## src/rtl/mips_pkg.sv

```systemverilog
// Shared constants and types for the MIPS fetch front-end.
// Imported by the fetch queue and its FIFO.
package mips_pkg;

  localparam int          WORD_W       = 32;
  localparam logic [31:0] RESET_PC_DEF = 32'h0000_0000;
  localparam logic [31:0] PC_INC       = 32'd4;
  localparam logic [31:0] ALIGN_MASK   = ~32'h3;

  typedef struct packed {
    logic [WORD_W-1:0] pc;
    logic [WORD_W-1:0] instr;
  } fq_entry_t;

endpackage

```

## src/rtl/fetch_fifo.sv

```systemverilog
// Small synchronous FIFO of {pc, instr} pairs with flush.
// Head entry is read straight from the storage flops.
module fetch_fifo
  import mips_pkg::*;
#(
  parameter  int DEPTH = 4,
  localparam int AW    = $clog2(DEPTH),
  localparam int CW    = $clog2(DEPTH + 1)
) (
  input  logic          clk,
  input  logic          rst,
  input  logic          push_i,
  input  fq_entry_t     din_i,
  input  logic          pop_i,
  input  logic          flush_i,
  output fq_entry_t     head_o,
  output logic [CW-1:0] count_o
);

  fq_entry_t     mem_q [DEPTH];
  logic [AW-1:0] wr_q;
  logic [AW-1:0] rd_q;
  logic [CW-1:0] cnt_q;
  logic          pop_ok;

  assign pop_ok = pop_i && (cnt_q != '0);

  always_ff @(posedge clk or posedge rst) begin
    if (rst) begin
      for (int i = 0; i < DEPTH; i++) begin
        mem_q[i] <= '0;
      end
      wr_q  <= '0;
      rd_q  <= '0;
      cnt_q <= '0;
    end else if (flush_i) begin
      wr_q  <= '0;
      rd_q  <= '0;
      cnt_q <= '0;
    end else begin
      if (push_i) begin
        mem_q[wr_q] <= din_i;
        wr_q        <= wr_q + AW'(1);
      end
      if (pop_ok) begin
        rd_q <= rd_q + AW'(1);
      end
      cnt_q <= cnt_q + CW'(push_i) - CW'(pop_ok);
    end
  end

  assign head_o  = mem_q[rd_q];
  assign count_o = cnt_q;

endmodule

```

## src/rtl/mips_fetch_queue.sv

```systemverilog
// Instruction fetch front-end: in-order requests to a variable-latency
// memory, credit-limited buffering, and redirect with response dropping.
module mips_fetch_queue
  import mips_pkg::*;
#(
  parameter  int          DEPTH    = 4,
  parameter  logic [31:0] RESET_PC = RESET_PC_DEF,
  localparam int          CW       = $clog2(DEPTH + 1)
) (
  input  logic        CLK,
  input  logic        rst,
  output logic        imem_req,
  output logic [31:0] imem_addr,
  input  logic        imem_gnt,
  input  logic        imem_rvalid,
  input  logic [31:0] imem_rdata,
  input  logic        redirect,
  input  logic [31:0] redirect_pc,
  output logic        out_valid,
  input  logic        out_ready,
  output logic [31:0] out_pc,
  output logic [31:0] out_instr,
  output logic [31:0] out_pc_plus4
);

  localparam logic [CW:0] CAP = (CW + 1)'(DEPTH);

  logic [31:0]   fetch_pc_q, fetch_pc_d;
  logic [31:0]   resp_pc_q, resp_pc_d;
  logic [CW-1:0] out_q, out_d;
  logic [CW-1:0] drop_q, drop_d;
  logic [CW-1:0] count;
  logic [CW:0]   used;
  logic          accept;
  logic          dropping;
  logic          push;
  logic          pop;
  fq_entry_t     head;
  fq_entry_t     din;

  // Credits cover both buffered words and words still in flight.
  assign used     = {1'b0, count} + {1'b0, out_q};
  assign imem_req = !rst && !redirect && (used < CAP);
  assign accept   = imem_req && imem_gnt;
  assign dropping = (drop_q != '0);
  assign push     = imem_rvalid && !dropping && !redirect;
  assign pop      = out_valid && out_ready;
  assign din      = '{pc: resp_pc_q, instr: imem_rdata};

  always_comb begin
    fetch_pc_d = fetch_pc_q;
    resp_pc_d  = resp_pc_q;
    out_d      = out_q + CW'(accept) - CW'(imem_rvalid);
    drop_d     = drop_q;
    if (redirect) begin
      fetch_pc_d = redirect_pc & ALIGN_MASK;
      resp_pc_d  = redirect_pc & ALIGN_MASK;
      drop_d     = out_q - CW'(imem_rvalid);
    end else begin
      if (accept) begin
        fetch_pc_d = fetch_pc_q + PC_INC;
      end
      if (imem_rvalid && dropping) begin
        drop_d = drop_q - CW'(1);
      end else if (imem_rvalid) begin
        resp_pc_d = resp_pc_q + PC_INC;
      end
    end
  end

  always_ff @(posedge CLK or posedge rst) begin
    if (rst) begin
      fetch_pc_q <= RESET_PC;
      resp_pc_q  <= RESET_PC;
      out_q      <= '0;
      drop_q     <= '0;
    end else begin
      fetch_pc_q <= fetch_pc_d;
      resp_pc_q  <= resp_pc_d;
      out_q      <= out_d;
      drop_q     <= drop_d;
    end
  end

  fetch_fifo #(
    .DEPTH(DEPTH)
  ) u_fifo (
    .clk    (CLK),
    .rst    (rst),
    .push_i (push),
    .din_i  (din),
    .pop_i  (pop),
    .flush_i(redirect),
    .head_o (head),
    .count_o(count)
  );

  assign imem_addr    = fetch_pc_q;
  assign out_valid    = (count != '0);
  assign out_pc       = head.pc;
  assign out_instr    = head.instr;
  assign out_pc_plus4 = head.pc + PC_INC;

endmodule

```

## config.mk

```make
export PLATFORM = sky130hd
export DESIGN_NAME = mips_fetch_queue
export DESIGN_NICKNAME = d
export VERILOG_FILES = /design/src/rtl/mips_pkg.sv /design/src/rtl/fetch_fifo.sv /design/src/rtl/mips_fetch_queue.sv
export SDC_FILE = /design/constraint.sdc
export NUM_CORES = 1
export LEC_CHECK = 0
export ABC_CLOCK_PERIOD_IN_PS = 13510
export CAP_MARGIN = 0
export CORE_MARGIN = 10
export CORE_UTILIZATION = 45
export CTS_CLUSTER_SIZE = 40
export DETAILED_ROUTE_END_ITERATION = 7
export HOLD_SLACK_MARGIN = 0.08
export PLACE_DENSITY = 0.67
export SYNTH_ARGS = -nofsm -noshare
export SYNTH_HDL_FRONTEND = slang
export SYNTH_SLANG_ARGS = --single-unit
```

## constraint.sdc

```tcl
create_clock -name CLK -period 13.51 [get_ports CLK]
set_clock_uncertainty 0.1 [all_clocks]
set_input_delay 2.0265 -clock CLK [delete_from_list [all_inputs] [get_ports CLK]]
set_output_delay 2.0265 -clock CLK [all_outputs]
set_load 0.02 [all_outputs]
```

Word-level counts from Yosys, hierarchy flattened
Cells that the tools add are included.
{ "totals": {"ff_bits": 333, "wordCells": 74, "in_bits": 70, "out_inout_bits": 130} }
{ "classes": {"magnitude_cmp": 4, "n_mux": 18, "bitwise_logic": 3, "n_eq_ne": 1, "n_reduce_logical": 21, "add_sub_neg": 12} }
{ "op_table": {"columns": ["cell", "n"], "rows": [
  ["bitwise mux 256 bit", 1],
  ["two-way mux 64 bit", 3],
  ["two-way mux 32 bit", 5],
  ["binary-select mux 64 bit (select 2 bit)", 1],
  ["demux 64 bit (select 2 bit)", 1],
  ["adder 32 x 3 -> 32 bit (second input constant)", 3],
  ["nonzero test 2 bit", 5],
  ["logical AND 1 bit", 9],
  ["two-way mux 3 bit", 3],
  ["subtractor 3 x 1 -> 3 bit", 3],
  ["two-way mux 2 bit", 4],
  ["adder 3 x 1 -> 3 bit", 2],
  ["greater-or-equal comparator 3 bit (second input constant)", 2],
  ["inverter 2 -> 3 bit", 2],
  ["nonzero test 3 bit", 2],
  ["adder 2 x 1 -> 2 bit (second input constant)", 2],
  ["adder 3 x 3 -> 4 bit", 1],
  ["< comparator 4 x 3 -> 1 bit (second input constant)", 1],
  ["AND reduction 2 bit", 2],
  ["logical NOT 1 bit", 3],
  ["< comparator 3 x 1 -> 1 bit (second input constant)", 1],
  ["subtractor 3 x 1 -> 3 bit (second input constant)", 1],
  ["inequality test 2 bit (second input constant)", 1],
  ["inverter 1 bit", 1]
]} }

Longest topological paths before layout
Gate-level depths: netlist (run 1).
{ "depth": {"depth_word": 7, "ltp_mapped": 13, "mapped_depth_nobuf": 11} }

Cells and area by module
Synthesis (run 1) repeated with hierarchy kept, for this count alone.
{ "hier_totals": {"cells_unflattened": 1155, "area_unflattened_um2": 16198.0} }
{ "by_module_without_submodules": {"columns": ["module", "area_each_um2", "cells_per_inst", "seq_area_each_um2", "instances"], "rows": [
  ["fetch_fifo", 11883.9, 660, 6581.3, 1],
  ["mips_fetch_queue", 4314.1, 495, 1651.6, 1]
]} }

Worst setup path after synthesis (run 1)
No wires, ideal clock.
{ "synth_path": {"kind": "reg2out", "from": "register u_fifo.rd_q[0]", "to": "output out_pc_plus4[30]", "t_arrival_ps": 2588, "n_path_buf": 2, "path_stages_with_launch": 10, "required_time_ps": 11384, "slack_ps": 8795, "cell_sequence": "dfrtp_1 -> buf_6 -> buf_12 -> mux4_1 -> ha_1 -> inv_1 -> nor4_4 -> nand3_4 -> nor4_4 -> xor2_1"} }
{ "synth_between": {"elab_chain_len": 5} }
{ "synth_rtl": {"columns": ["element", "line_no", "rtl"], "rows": [
  ["from (decl)", "fetch_fifo.sv:22", "logic [AW-1:0] rd_q;"],
  ["from (signal assigned)", "fetch_fifo.sv:46", "rd_q <= rd_q + AW'(1);"],
  ["inverter 2 -> 3 bit (implied by the code)", "fetch_fifo.sv:52", "assign head_o = mem_q[rd_q];"],
  ["binary-select mux 64 bit (select 2 bit)", "fetch_fifo.sv:52", null],
  ["two-way mux 64 bit (implied by the code) (2 in a row)", "fetch_fifo.sv:52", null],
  ["via out_pc[3]", "mips_fetch_queue.sv:21", "output logic [31:0] out_pc,"],
  ["adder 32 x 3 -> 32 bit", "mips_fetch_queue.sv:102", "assign out_pc_plus4 = head.pc + PC_INC;"],
  ["to (decl)", "mips_fetch_queue.sv:23", "output logic [31:0] out_pc_plus4"]
]} }
The timed path passes the listed nets, and every way through them passes these cells. The select of a mux whose other input is x is not followed.

Worst setup path in the final report (run 1)
{ "layout_path": {"from": "register u_fifo.rd_q[0]", "to": "output out_pc_plus4[30]"} }
{ "layout_between": {"elab_chain_len": 5} }
{ "layout_rtl": {"columns": ["element", "line_no"], "rows": [
  ["inverter 2 -> 3 bit (implied by the code)", "fetch_fifo.sv:52"],
  ["binary-select mux 64 bit (select 2 bit)", "fetch_fifo.sv:52"],
  ["two-way mux 64 bit (implied by the code) (2 in a row)", "fetch_fifo.sv:52"],
  ["adder 32 x 3 -> 32 bit", "mips_fetch_queue.sv:102"]
]} }
No other way between the ends. The select of a mux whose other input is x is not followed.

==> summary.md, run 1 <==
| Metric | Value |
|---|---|
| Outcome | complete, no violations |
| Later-pin clock latency in the skew report | 0.52 ns |
| Commonest non-fill, non-tap cell in the layout | sky130_fd_sc_hd__dfrtp_1 |
| Sort of element at the end of the critical path | output port |
| Clk pin slew, worst setup/hold paths | around 0.050 ns |
| WS Path Type | flop to output port |
| Relative contribution of combinational cells to total power | between 30% and 40% |
| Share of final-layout standard cells stronger than drive strength 1 | a little under a third |
| Asr flop ratio synth | 100.0% |
| Core area | approximately 34,000 sq um |
| Number of remaining DRC errors | 0 |
| Number of nets with antenna violations after routing | 0 |
| Cell seen most often among critical-path stages | sky130_fd_sc_hd__nor4_4 |
| Number of antenna cells inserted | 0 |
| Number of buffers inserted during clock tree synthesis | 37 |
| Endpoint of the worst hold-timing path | u_fifo.mem_q[175] |
| Total grt overflow | 0 |
| Hold Path Origin | u_fifo.mem_q[175] |
| Die X-Extent | around 200 microns |
| Worst Path Max Fanout | 36 |
| Post-detail-place hpwl | 24.96 mm |
| Net switching component of the power | ~0.0013 W |
| Class of the most critical hold timing path | flop to flop |
| Tcrit/Tclk final | around 50% |
| IO buf count | 191 |
| Required time worst endpoint | roughly 11 ns |
| CP cell instances | buf_4 > mux4_1 > ha_1 > inv_1 > nor4_4 > nand3_4 > nor4_4 > xor2_1 > clkdlybuf4s50_1 |
| Normalized max-slew margin | 27.68% |
| Total count of hold-check failures in the final report | 0 |
| FILL cells | approximately 2,700 |
| Fmax | roughly 0.15 GHz |
| Initial Utilization | 45.78% |
| Maximum clock insertion buffer count | 3 |
| Average via count per standard cell | roughly 5.5 |
| Proportion of power drawn by flip-flops and latches | around a third |
| Prevailing post-synth register cell | sky130_fd_sc_hd__dfrtp_1 |
| Total standard cell area after synthesis | between 15,000 and 20,000 sq um |
| Number of instances in the synthesized netlist | between 1,000 and 1,500 |
| Count of flip-flops with a built-in enable after synthesis | 0 |
| Tmin final | approximately 6.8 ns |
| Iteration-0 DRC count of the detailed router | 617 |
| RSZ-0062 raised after global routing | no |
| Clock power share | 26.1% |
| Number of flip-flops and latches in the synthesized netlist | approximately 320 |
| Worst stage delay on the critical path | 0.82 ns |
| Utilization after layout | 56.23% |
| Avg Inst Size Synth | around 14 sq um |
| Vert. Die Dim | approximately 200 microns |
| Total power per unit cell area | roughly 210 nW/um^2 |
| Post-detailed-route wirelength per cell | between 20 and 25 microns |
| Worst flop-to-flop path endpoint | u_fifo.mem_q[117] |
| Cell Int Power | 0.002626 W |
| Reg-to-reg startpoint | drop_q[0] |
| Setup Buffers After CTS | 0 |
| GP Congestion | about 0.80 |
| Most used cells in the layout excluding fill and tap cells | sky130_fd_sc_hd__dfrtp_1, sky130_fd_sc_hd__mux2_2, sky130_fd_sc_hd__clkdlybuf4s50_1 |
| Depth of the worst register-to-register path | 7 |
| Crit path arrival time | between 4 and 5 ns |
| Largest net degree at the start of global routing | between 100 and 150 |
| Buffer type at the clock tree root | sky130_fd_sc_hd__clkbuf_16 |
| # clock sinks | 321 |
| Distinct cell type count of the synthesized netlist | 52 |
| Worst voltage drop across the vdd grid | around 0.14 mV |
| Final wirelength | around 37 mm |
| Yosys top cell by area | sky130_fd_sc_hd__dfrtp_1 |
| Post-synthesis sequential area ratio | a little over half |
| Total Die Area | 42,000 sq um |
| Share of Yosys cell area claimed by the top area cell type | ~52% |
| Number of max-capacitance violations reported | 0 |
| Worst hold path stage count | 2 |
| Final-stage net count | ~1,400 |
| Number of warnings printed during yosys synthesis | 0 |
| Post-Place Cells | ~1,700 |
| Final setup violation count | 0 |
| Via count of the first global-routing pass | about 11,000 |
| Reported leakage power | 8.420 nW |
| Max-slew violation count | 0 |
| I/O pin total | 200 |
| Category of the worst setup path launch point | flop |
| Post-CTS resize count | 0 |
| First-pass GRT wire length | 59.40 mm |
| Filler-free cell count of the finished design | 1,783 |
| Hold buffers post-CTS | 0 |
| Register-to-Register Setup Slack | ~10 ns |
| Final sum of negative setup slack | 0 ns |
| Number of iterations in the first detailed-routing pass | 7 |
| Sw Ratio | around 33% |
| Number of cell rows | 67 |
| Area overhead of the layout relative to synthesis | 22.82% |
| Number of antenna violations at the first check in global routing | 0 |
| Slew of the pin with the lowest slew margin | around 1.1 ns |
| TritonCTS clock tree | built |
| Total Routing Usage GR | 17.74% |
| Via Count | approximately 10,000 |
| Biggest area contributors in the synthesized netlist | sky130_fd_sc_hd__dfrtp_1, sky130_fd_sc_hd__mux2_2, sky130_fd_sc_hd__mux4_2, sky130_fd_sc_hd__xnor2_1, sky130_fd_sc_hd__nand2_1 |
| CTS H-tree depth | 2 |
| Crit-path slowest cell | sky130_fd_sc_hd__dfrtp_4 |
==> worst max-delay path: cells and delay by family, from the launching register on <==
family | cells | cell delay [ns]
AND/OR/NAND/NOR | 3 | 0.95
buffers and inverters | 3 | 1.44
adder cells (fa/ha/maj) | 1 | 0.24
multiplexers | 1 | 0.52
XOR/XNOR | 1 | 0.16
flip-flops | 1 | 0.82
==> worst max-delay path by stage <==
| stage | startpoint | to | depth (start not counted) |
|---|---|---|---|
| after global placement | u_fifo.rd_q[0] | out_pc_plus4[30] | 9 |
| after global routing | u_fifo.rd_q[0] | out_pc_plus4[30] | 9 |
| after floorplan | rst | drop_q[0] | 1 |
| after CTS | u_fifo.rd_q[0] | out_pc_plus4[30] | 9 |
| after detailed placement | u_fifo.rd_q[0] | out_pc_plus4[30] | 9 |
| final | u_fifo.rd_q[0] | out_pc_plus4[30] | 9 |
==> kinds of logic after synthesis <==
| logic type | synth area share [%] |
|---|---|
| other cells | 0.02437 |
| compound gates | 3.065 |
| xor+xnor | 4.098 |
| buf+inv | 2.837 |
| flops | 52.20 |
| simple gates | 8.049 |
| fa+ha+maj | 1.642 |
| mux | 28.09 |
==> metrics by stage <==
stage          cell area (sq um)  hold slack [ns]  power (W)  setup slack (ns)
2_1_floorplan              15410           0.3446   0.002306             2.499
3_3_place_gp               17640           0.3555   0.002918             7.140
3_5_place_dp               17640           0.3690   0.002946             7.163
4_1_cts                    18900           0.3822   0.003993             6.593
5_1_grt                    18900           0.4089   0.004147             6.343
6_report                   18900           0.3804   0.003938             6.702
==> routing by layer <==
metal | share of wire [%] | GRT usage (%)
met5 | 0 | 0
met4 | 1.5 | 3.991
met3 | 5.0 | 3.317
met2 | 46 | 27.98
met1 | 47 | 24.96
==> cells in the mapped netlist, drive strengths merged, types with 24 or more instances <==
master    n
nand2    78
dfrtp   321
xnor2    42
buf      24
mux4     62
nand3    45
nor2     36
xor2     30
clkbuf   45
inv      25
mux2    256
o21ai    44
==> registers in the layout, summed over array words and instances (netlist names) <==
name and count:
u_fifo.wr_q 2, u_fifo.mem_q 248, u_fifo.count_o 3, out_q 3
drop_q 3, imem_addr 30, u_fifo.rd_q 2, resp_pc_q 30
==> layout make-up <==
cell class	count	area [sq um]	area share, %
sequential	321	8038	42.52
multi-input combinational	724	6949	36.76
timing repair buffer	202	1989	10.52
clock buffer	51	1091	5.772
tap	448	560.5	2.966
clock inverter	12	172.7	0.9135
inverter	25	101.3	0.5362
==> power groups by stage <==
stage	sequential, W	combinational, W	clock, W
floorplan	0.00130	0.00100	0
global placement	0.00136	0.00156	0
detailed placement	0.00137	0.00158	0
global route	0.00139	0.00166	0.00109
CTS	0.00136	0.00158	0.00105
finish	0.00135	0.00156	0.00103
Power figures use the tool's default switching activity.
==> run 2: changes to the inputs <==
--- a/config.mk
+++ b/config.mk
@@ -5,14 +5,14 @@
 export SDC_FILE = /design/constraint.sdc
 export NUM_CORES = 1
 export LEC_CHECK = 0
-export ABC_CLOCK_PERIOD_IN_PS = 13510
+export ABC_CLOCK_PERIOD_IN_PS = 5500
 export CAP_MARGIN = 0
 export CORE_MARGIN = 10
 export CORE_UTILIZATION = 45
 export CTS_CLUSTER_SIZE = 40
 export DETAILED_ROUTE_END_ITERATION = 7
 export HOLD_SLACK_MARGIN = 0.08
-export PLACE_DENSITY = 0.67
+export PLACE_DENSITY = 0.7
 export SYNTH_ARGS = -nofsm -noshare
 export SYNTH_HDL_FRONTEND = slang
 export SYNTH_SLANG_ARGS = --single-unit
==> constraint.sdc (replaced) <==
create_clock -name CLK -period 5.5 [get_ports CLK]
set_clock_uncertainty 0.1 [all_clocks]
set_input_delay 0.825 -clock CLK [delete_from_list [all_inputs] [get_ports CLK]]
set_output_delay 0.825 -clock CLK [all_outputs]
set_load 0.02 [all_outputs]
==> summary.md, run 2 (same netlist as run 1, synthesis figures left out) <==
| Metric | Value |
|---|---|
| Class of the most critical hold timing path | flop to flop |
| Commonest non-fill, non-tap cell in the layout | sky130_fd_sc_hd__dfrtp_1 |
| Die X-Extent | just over 200 microns |
| Setup Buffers After CTS | 0 |
| CTS H-tree depth | 2 |
| Depth of the worst register-to-register path | 7 |
| Number of nets with antenna violations after routing | 0 |
| Total count of hold-check failures in the final report | 0 |
| Post-Place Cells | approximately 1,700 |
| Final setup violation count | 0 |
| Share of final-layout standard cells stronger than drive strength 1 | 30.31% |
| Number of buffer and inverter stages on the critical path | 3 |
| Normalized max-slew margin | 31.20% |
| Register with the most flip-flops | u_fifo.mem_q |
| Fmax | approximately 0.21 GHz |
| Buffer type at the clock tree root | sky130_fd_sc_hd__clkbuf_16 |
| Hold Path Origin | u_fifo.mem_q[111] |
| Worst voltage drop across the vdd grid | between 0.3 and 0.4 mV |
| Core area | about 34,000 sq um |
| IO buf count | ~190 |
| Global routing met3 resource utilization | about 3.2% |
| Crit-path slowest cell | sky130_fd_sc_hd__dfrtp_4 |
| # clock sinks | between 300 and 400 |
| GP Congestion | between 0.8 and 0.9 |
| Number of cell rows | 67 |
| Worst Path Max Fanout | 17 |
| First-pass GRT wire length | 60.05 mm |
| Area overhead of the layout relative to synthesis | 23.26% |
| Worst hold path stage count | 2 |
| Initial Utilization | between 40% and 50% |
| Met1 Usage GRT | about a quarter |
| Total Die Area | roughly 42,000 sq um |
| Via count of the first global-routing pass | approximately 11,000 |
| WS Path Type | flop to output port |
| Flip-flop count of the largest register after layout | 248 |
| Number of max-capacitance violations reported | 0 |
| Top delay family on crit path | buffers and inverters |
| Most used cells in the layout excluding fill and tap cells | sky130_fd_sc_hd__dfrtp_1, sky130_fd_sc_hd__mux2_2, sky130_fd_sc_hd__clkdlybuf4s50_1 |
| TritonCTS clock tree | built |
| Register-to-Register Setup Slack | 2.33 ns |
| I/O pin total | 200 |
| Iteration-0 DRC count of the detailed router | approximately 540 |
| Final-stage net count | about 1,400 |
| Outcome | complete, no violations |
| Number of buffers inserted during clock tree synthesis | 36 |
| Post-detailed-route wirelength per cell | between 20 and 25 microns |
| Post-CTS resize count | 0 |
| Routing layer with the top usage in global route | met2 |
| Number of antenna violations at the first check in global routing | 1 |
| Slew of the pin with the lowest slew margin | slightly above 1 ns |
| Average via count per standard cell | about 5.5 |
| Hold buffers post-CTS | 0 |
| RSZ-0062 raised after global routing | no |
| Total Routing Usage GR | 17.84% |
| Later-pin clock latency in the skew report | between 0.5 and 0.6 ns |
| Total power per unit cell area | between 500 and 600 nW/um^2 |
| Vert. Die Dim | between 200 and 250 microns |
| Number of remaining DRC errors | 0 |
| CP cell instances | buf_4 > mux4_1 > inv_1 > nor4_4 > and2_1 > nand3_1 > xnor2_1 > clkdlybuf4s50_1 |
| Max-slew violation count | 0 |
| Reg-to-reg startpoint | drop_q[0] |
| Largest net degree at the start of global routing | 102 |
| Worst stage delay on the critical path | 0.64 ns |
| Endpoint of the worst hold-timing path | u_fifo.mem_q[111] |
| Sort of element at the end of the critical path | output port |
| Final wirelength | about 37 mm |
| Post-detail-place hpwl | around 26 mm |
| Worst flop-to-flop path endpoint | u_fifo.mem_q[12] |
| Filler-free cell count of the finished design | 1,792 |
| Total grt overflow | 0 |
| GR met2 Demand/Resource | 28.94% |
| Crit path arrival time | 3.82 ns |
| Reported leakage power | about 8.5 nW |
| Number of iterations in the first detailed-routing pass | 4 |
| Via Count | between 9,000 and 10,000 |
| Maximum clock insertion buffer count | 3 |
| Required time worst endpoint | ~4.6 ns |
| Clk pin slew, worst setup/hold paths | 0.06 ns |
| Final sum of negative setup slack | 0 ns |
| Tcrit/Tclk final | approximately 86% |
| Category of the worst setup path launch point | flop |
| Tmin final | between 4 and 5 ns |
-- run 2: per-layer routing --
metal | routed length (microns) | part of all wire [%]
met5 | 13 | 0.035
met4 | 654 | 1.7
met3 | 1807 | 4.8
met2 | 17880 | 48
met1 | 17100 | 46
-- run 2: area by class of cell --
cell class	count	area, sq um
Fill cell	2754	14650
Inverter	25	97.59
Multi-Input combinational cell	724	6949
Clock buffer	51	1049
Clock inverter	12	198.9
Sequential cell	321	8038
Tap cell	448	560.5
Timing Repair Buffer	210	2074
Antenna cell	1	2.502
-- run 2: metrics by stage --
stage          hold WS [ns]  util [%]  instance area [sq um]  total power (W)  worst slack (ns)
2_1_floorplan        0.3446         -                  15410         0.005665            0.2942
3_3_place_gp         0.3597     52.71                  17720         0.007165             1.251
3_5_place_dp         0.3695     52.71                  17720         0.007265             1.234
4_1_cts              0.3829     56.42                  18970         0.009815            0.6491
5_1_grt              0.4077     56.42                  18970          0.01019            0.4311
6_report             0.3797     56.43                  18970         0.009676            0.7542
-- run 2: worst max path at each step --
stage                         from               end  cells after the start
detailed placement  u_fifo.rd_q[0]  out_pc_plus4[21]                      8
finish              u_fifo.rd_q[0]  out_pc_plus4[21]                      8
CTS                 u_fifo.rd_q[0]  out_pc_plus4[21]                      8
floorplan                      rst         drop_q[0]                      1
global route        u_fifo.rd_q[0]  out_pc_plus4[21]                      8
global placement    u_fifo.rd_q[0]  out_pc_plus4[21]                      8
-- run 2: tightest hold or removal path, delay by kind of cell (launching register included) --
kind             cells  cell delay, ns
flip-flops           1            0.34
AO/OA/AOI/OAI        1            0.06
AND/OR/NAND/NOR      1            0.05
-- run 2: where the power goes --
part	total (W)	leakage [nW]	internal, W	switching (W)
clock network	0.00252	0.610	0.00156	0.000951
logic	0.00386	3.63	0.00198	0.00188
registers	0.00330	4.21	0.00292	0.000386
==> edit 1 (flow settings as in run 1) <==
`DEPTH` is set to 4 in 2 places; all go to 8.
--- a/src/rtl/fetch_fifo.sv
+++ b/src/rtl/fetch_fifo.sv
@@ -3,7 +3,7 @@
 module fetch_fifo
   import mips_pkg::*;
 #(
-  parameter  int DEPTH = 4,
+  parameter  int DEPTH = 8,
   localparam int AW    = $clog2(DEPTH),
   localparam int CW    = $clog2(DEPTH + 1)
 ) (
--- a/src/rtl/mips_fetch_queue.sv
+++ b/src/rtl/mips_fetch_queue.sv
@@ -3,7 +3,7 @@
 module mips_fetch_queue
   import mips_pkg::*;
 #(
-  parameter  int          DEPTH    = 4,
+  parameter  int          DEPTH    = 8,
   parameter  logic [31:0] RESET_PC = RESET_PC_DEF,
   localparam int          CW       = $clog2(DEPTH + 1)
 ) (
Check against the original RTL: same outputs for any inputs over 4 cycles, from zero or initial values and one cycle with rst high; that may be too few to reach the edited logic, so the function may still have changed.
==> edit 1 against run 1 <==
- cell area rose by 69%
- synthesized cell count grew 69%
- combinational power down 11%
- maximum frequency is 13% lower
- core utilization decreased by 3.4 points
- wire length rose by 82%
- count of clock-buffer cells in the layout rose by 43
- sequential cell count is 253 higher
- area after synthesis rose by 79%
- worst setup slack got worse by 1000 ps
- power rose by 27%
- critical path type unchanged
- critical endpoint is now out_pc_plus4[31]
==> edit 1: results (changes against run 1) <==
| Metric | Value |
|---|---|
| RR Endpoint | `u_fifo.mem_q[356] (was u_fifo.mem_q[117])` |
| Xor/xnor share of the synthesized area | `2.23% (was 4.10%)` |
| Outcome | `finished, final reports clean (unchanged)` |
| Comb power frac | `27.8% (was 39.5%)` |
| Register area share after synthesis | `52.3% (was 52.2%)` |
| Top post-synthesis cells by area | `dfrtp_1, mux2_2, mux4_2, clkbuf_1, nand2_1 (was dfrtp_1, mux2_2, mux4_2, xnor2_1, nand2_1)` |
| Hold WS | `383 ps (was 380 ps)` |
| Largest net degree at the start of global routing | `195 (was 122)` |
| GP Congestion | `0.767 (was 0.804)` |
| Met1 WL | `29.9 mm (was 17.6 mm)` |
| Top Metal Used | `met5 (was met4)` |
| Met3 wire length | `3.61 mm (was 1.88 mm)` |
| Post-synthesis mux area share | `33.0% (was 28.1%)` |
| Post-Synth Adder-Cell Area | `1.10% (was 1.64%)` |
| Worst slew margin | `19.0% (was 27.7%)` |
| DR vias | `16606 (was 9787)` |
| Cell Count, Final, Fillers Out | `2875 (was 1783)` |
| Share of layout cells above drive strength 1 | `39.1% (was 30.0%)` |
| Yosys top cell area share | `52.3% (was 52.2%)` |
| Clk pwr | `1.63 mW (was 1.03 mW)` |
| Wirelength per Cell | `23.6 µm (was 20.9 µm)` |
| Worst Hold End | `u_fifo.mem_q[176] (was u_fifo.mem_q[175])` |
| Largest register FFs | `496 (was 248)` |
| 1st-pass router iterations | `5 (was 7)` |
| Die Area | `71300 µm² (was 42000 µm²)` |
| P_sw | `1.53 mW (was 1.31 mW)` |
| Commonest cells post-synth | `dfrtp_1, mux2_2, mux4_2 (was dfrtp_1, mux2_2, nand2_1)` |
| Worst-path maximum fanout | `54 (was 36)` |
| Met2 wire length | `32.9 mm (was 17.3 mm)` |
| First-pass GRT wire length | `105 mm (was 59.4 mm)` |
| M3 GR Usage | `3.38% (was 3.32%)` |
| Reg power frac | `39.5% (was 34.4%)` |
| Hpwl dp | `42.2 mm (was 25.0 mm)` |
| Synth Area in Compound Gates | `2.57% (was 3.07%)` |
| Reg2reg setup slack | `9150 ps (was 10150 ps)` |
| Total GRT Usage | `19.0% (was 17.7%)` |
| Worst-skew pair later-pin latency | `630 ps (was 520 ps)` |
-- edit 1: cell count changes in the layout (fill, tap and decap cells not counted), sizes merged, moves of 10 or more --
cell / before / now
mux2: 256 / 538
dfrtp: 321 / 574
mux4: 62 / 120
clkbuf: 51 / 94
mux2i: 1 / 25
buf: 12 / 27
inv: 27 / 41
nand2: 78 / 88
nor4: 7 / 17
-- edit 1: area by class of cell --
cell class	count	area, µm²	area share, %
Clock inverter	12	165	0.518
Sequential cell	574	14400	45.1
Antenna cell	2	5.00	0.0157
Inverter	43	165	0.518
Clock buffer	94	1800	5.64
Timing Repair Buffer	217	2130	6.67
Multi-Input combinational cell	1151	12300	38.5
Tap cell	782	978	3.07
-- edit 1: worst max-delay path: stages, from the launching register on --
cell and delay (ps):
dfrtp_4 1020, buf_4 890, mux4_1 410, mux2i_1 260, and4bb_2 530, nand3_1 160
nor4_2 900, xor2_1 210, clkdlybuf4s50_1 630
==> edit 2 (settings of run 1) <==
Without the edit above. Reset style: synchronous (`rst`), changed in 2 clocked blocks.
--- a/src/rtl/fetch_fifo.sv
+++ b/src/rtl/fetch_fifo.sv
@@ -25,7 +25,7 @@
 
   assign pop_ok = pop_i && (cnt_q != '0);
 
-  always_ff @(posedge clk or posedge rst) begin
+  always_ff @(posedge clk) begin
     if (rst) begin
       for (int i = 0; i < DEPTH; i++) begin
         mem_q[i] <= '0;
--- a/src/rtl/mips_fetch_queue.sv
+++ b/src/rtl/mips_fetch_queue.sv
@@ -68,7 +68,7 @@
     end
   end
 
-  always_ff @(posedge CLK or posedge rst) begin
+  always_ff @(posedge CLK) begin
     if (rst) begin
       fetch_pc_q <= RESET_PC;
       resp_pc_q  <= RESET_PC;
Behaviour: differs if rst is asserted again (counterexample within 4 cycles, from zero or initial values and one cycle with rst high); with rst held inactive, the same outputs for 4 cycles.
==> edit 2 against run 1 <==
- sequential cell count is 2 higher
- cell area fell by 1.8%
- worst setup slack better by 82 ps
- area after synthesis is 1.5% lower
- wire length rose by 3.6%
- sequential share of layout area grew 5.7 points
- core utilization is 0.58 points lower
- non-clock buffer count increased by 1
Power is not compared: it rests on default switching activity, and its combinational part moved more than twofold at a synthesized area within 25%.
==> edit 2: results (changes against run 1) <==
| Metric | Value |
|---|---|
| Largest net degree at the start of global routing | `63 (was 122)` |
| Crit path DAT | `4600 ps (was 4680 ps)` |
| Met3 wire length | `2.99 mm (was 1.88 mm)` |
| Max VDD drop | `76.4 µV` |
| Total GRT Usage | `18.5% (was 17.7%)` |
| GP Congestion | `0.822 (was 0.804)` |
| Vias per cell | `5.49 (about the same)` |
| Starting DRT DRC Count | `875 (was 617)` |
| Number of synthesized flops with an enable pin | `248 (was 0)` |
| Port bufs | `191 (unchanged)` |
| Main flop type after synthesis | `edfxtp_1 (was dfrtp_1)` |
| Root Driver | `clkbuf_16 (unchanged)` |
| Commonest cells post-synth | `edfxtp_1, nor2_1, nand2_1 (was dfrtp_1, mux2_2, nand2_1)` |
| Largest register FFs | `248 (unchanged)` |
| Hpwl dp | `24.1 mm (was 25.0 mm)` |
| Met2 wire length | `18.1 mm (was 17.3 mm)` |
| Register area share after synthesis | `59.0% (was 52.2%)` |
| 1st-pass router iterations | `5 (was 7)` |
| Worst-path maximum fanout | `34 (was 36)` |
| Vias in the first global route | `10811 (was 10511)` |
| CP delay by family, top | `buffers and inverters (unchanged)` |
| Critical Path Max Stage Delay | `720 ps (was 820 ps)` |
| Critical path's slowest cell | `dfxtp_4 (was dfrtp_4)` |
| Reg2reg setup slack | `10070 ps (was 10150 ps)` |
| First-pass GRT wire length | `61.2 mm (was 59.4 mm)` |
| Async SR Flop Fraction | `0% (was 100%)` |
| Layout fillers | `2849 (was 2746)` |
| CTS resizes | `0 (unchanged)` |
| Wirelength per Cell | `20.1 µm (was 20.9 µm)` |
| Met1 WL | `16.8 mm (was 17.6 mm)` |
| Post-synth cell types | `59 (was 52)` |
| Top post-synthesis cells by area | `edfxtp_1, dfxtp_1, mux4_2, nor2_1, nand2_1 (was dfrtp_1, mux2_2, mux4_2, xnor2_1, nand2_1)` |
| Slack of the critical path | `6780 ps (was 6700 ps)` |
| Worst slew margin | `23.4% (was 27.7%)` |
| Cts bufs inserted | `36 (was 37)` |
| Place WS | `7170 ps (was 7160 ps)` |
| Outcome | `finished, final reports clean (unchanged)` |
| Final layout net count | `1534 (was 1400)` |
| Worst-skew pair later-pin latency | `500 ps (was 520 ps)` |
| Share of layout cells above drive strength 1 | `8.96% (was 30.0%)` |
==> edit 2: cell count changes after synthesis, moves of 15 or more <==
cell,change
o21ai_0,-16
dfrtp_1,-321
a31oi_1,+18
edfxtp_1,+248
dfxtp_1,+75
a21oi_1,+17
nor2_1,+167
and2_1,+42
inv_1,+63
nand2_1,+47
mux2_2,-255
a211oi_1,+15
==> edit 2: routing by layer <==
metal  GRT usage [%]  vias up
li1                -     4930
met1            25.2     5214
met2            29.6      377
met3            3.84       40
met4            4.64        0
met5               0        -
==> edit 2: final cells by class <==
| class | count | share of cell area [%] |
|---|---|---|
| multi-input combinational | 796 | 30.2 |
| tap | 448 | 3.02 |
| clock inverter | 12 | 0.701 |
| sequential | 323 | 48.2 |
| timing repair buffer | 203 | 10.8 |
| clock buffer | 51 | 5.32 |
| inverter | 89 | 1.80 |
==> edit 2: power by group <==
group          internal (mW)  switching [mW]
Combinational          0.129           0.166
Sequential              1.12          0.0329
Clock                  0.565           0.372
Total                   1.82           0.571
==> edit 2: worst paths after layout <==
kind                start               end  cells past startpoint
max reg2reg      out_q[2]          out_q[2]                     10
max              register  out_pc_plus4[31]                      7
min reg2reg  resp_pc_q[3]      resp_pc_q[3]                      2
min          resp_pc_q[3]      resp_pc_q[3]                      2
==> edit 2: through the flow <==
step	util, %	power (mW)	hold WS [ps]	area, µm²	instances
6_report	55.7	2.39	416	18600	1922
5_1_grt	55.7	2.48	470	18600	1922
4_1_cts	55.7	2.41	415	18600	1922
3_5_place_dp	52.3	1.47	408	17400	1859
3_3_place_gp	52.3	1.47	396	17400	1859
2_1_floorplan	-	1.34	378	15200	1286
==> edit 2: worst register-to-register path: stages (launching register included) <==
cell and delay, ps:
dfxtp_1 340, ha_1 220, nor4_2 250, and4_1 690, inv_2 480, ha_1 420, inv_1 40, ha_1 180
fa_1 380, xnor2_1 160, nor2_1 50
==> edit 2: logic make-up (layout without fill, tap and decap cells) <==
logic type	count (synthesis)	count (layout)	synth area share, %
AOI/OAI and AO/OA	126	126	5.25
xor gates and xnor gates	65	65	3.75
adders and majority gates	15	15	1.34
buffers and inverters	167	355	4.60
DFF	323	323	59.0
muxes	64	64	9.57
other	1	6	0.0247
and+or+nand+nor	520	520	16.5
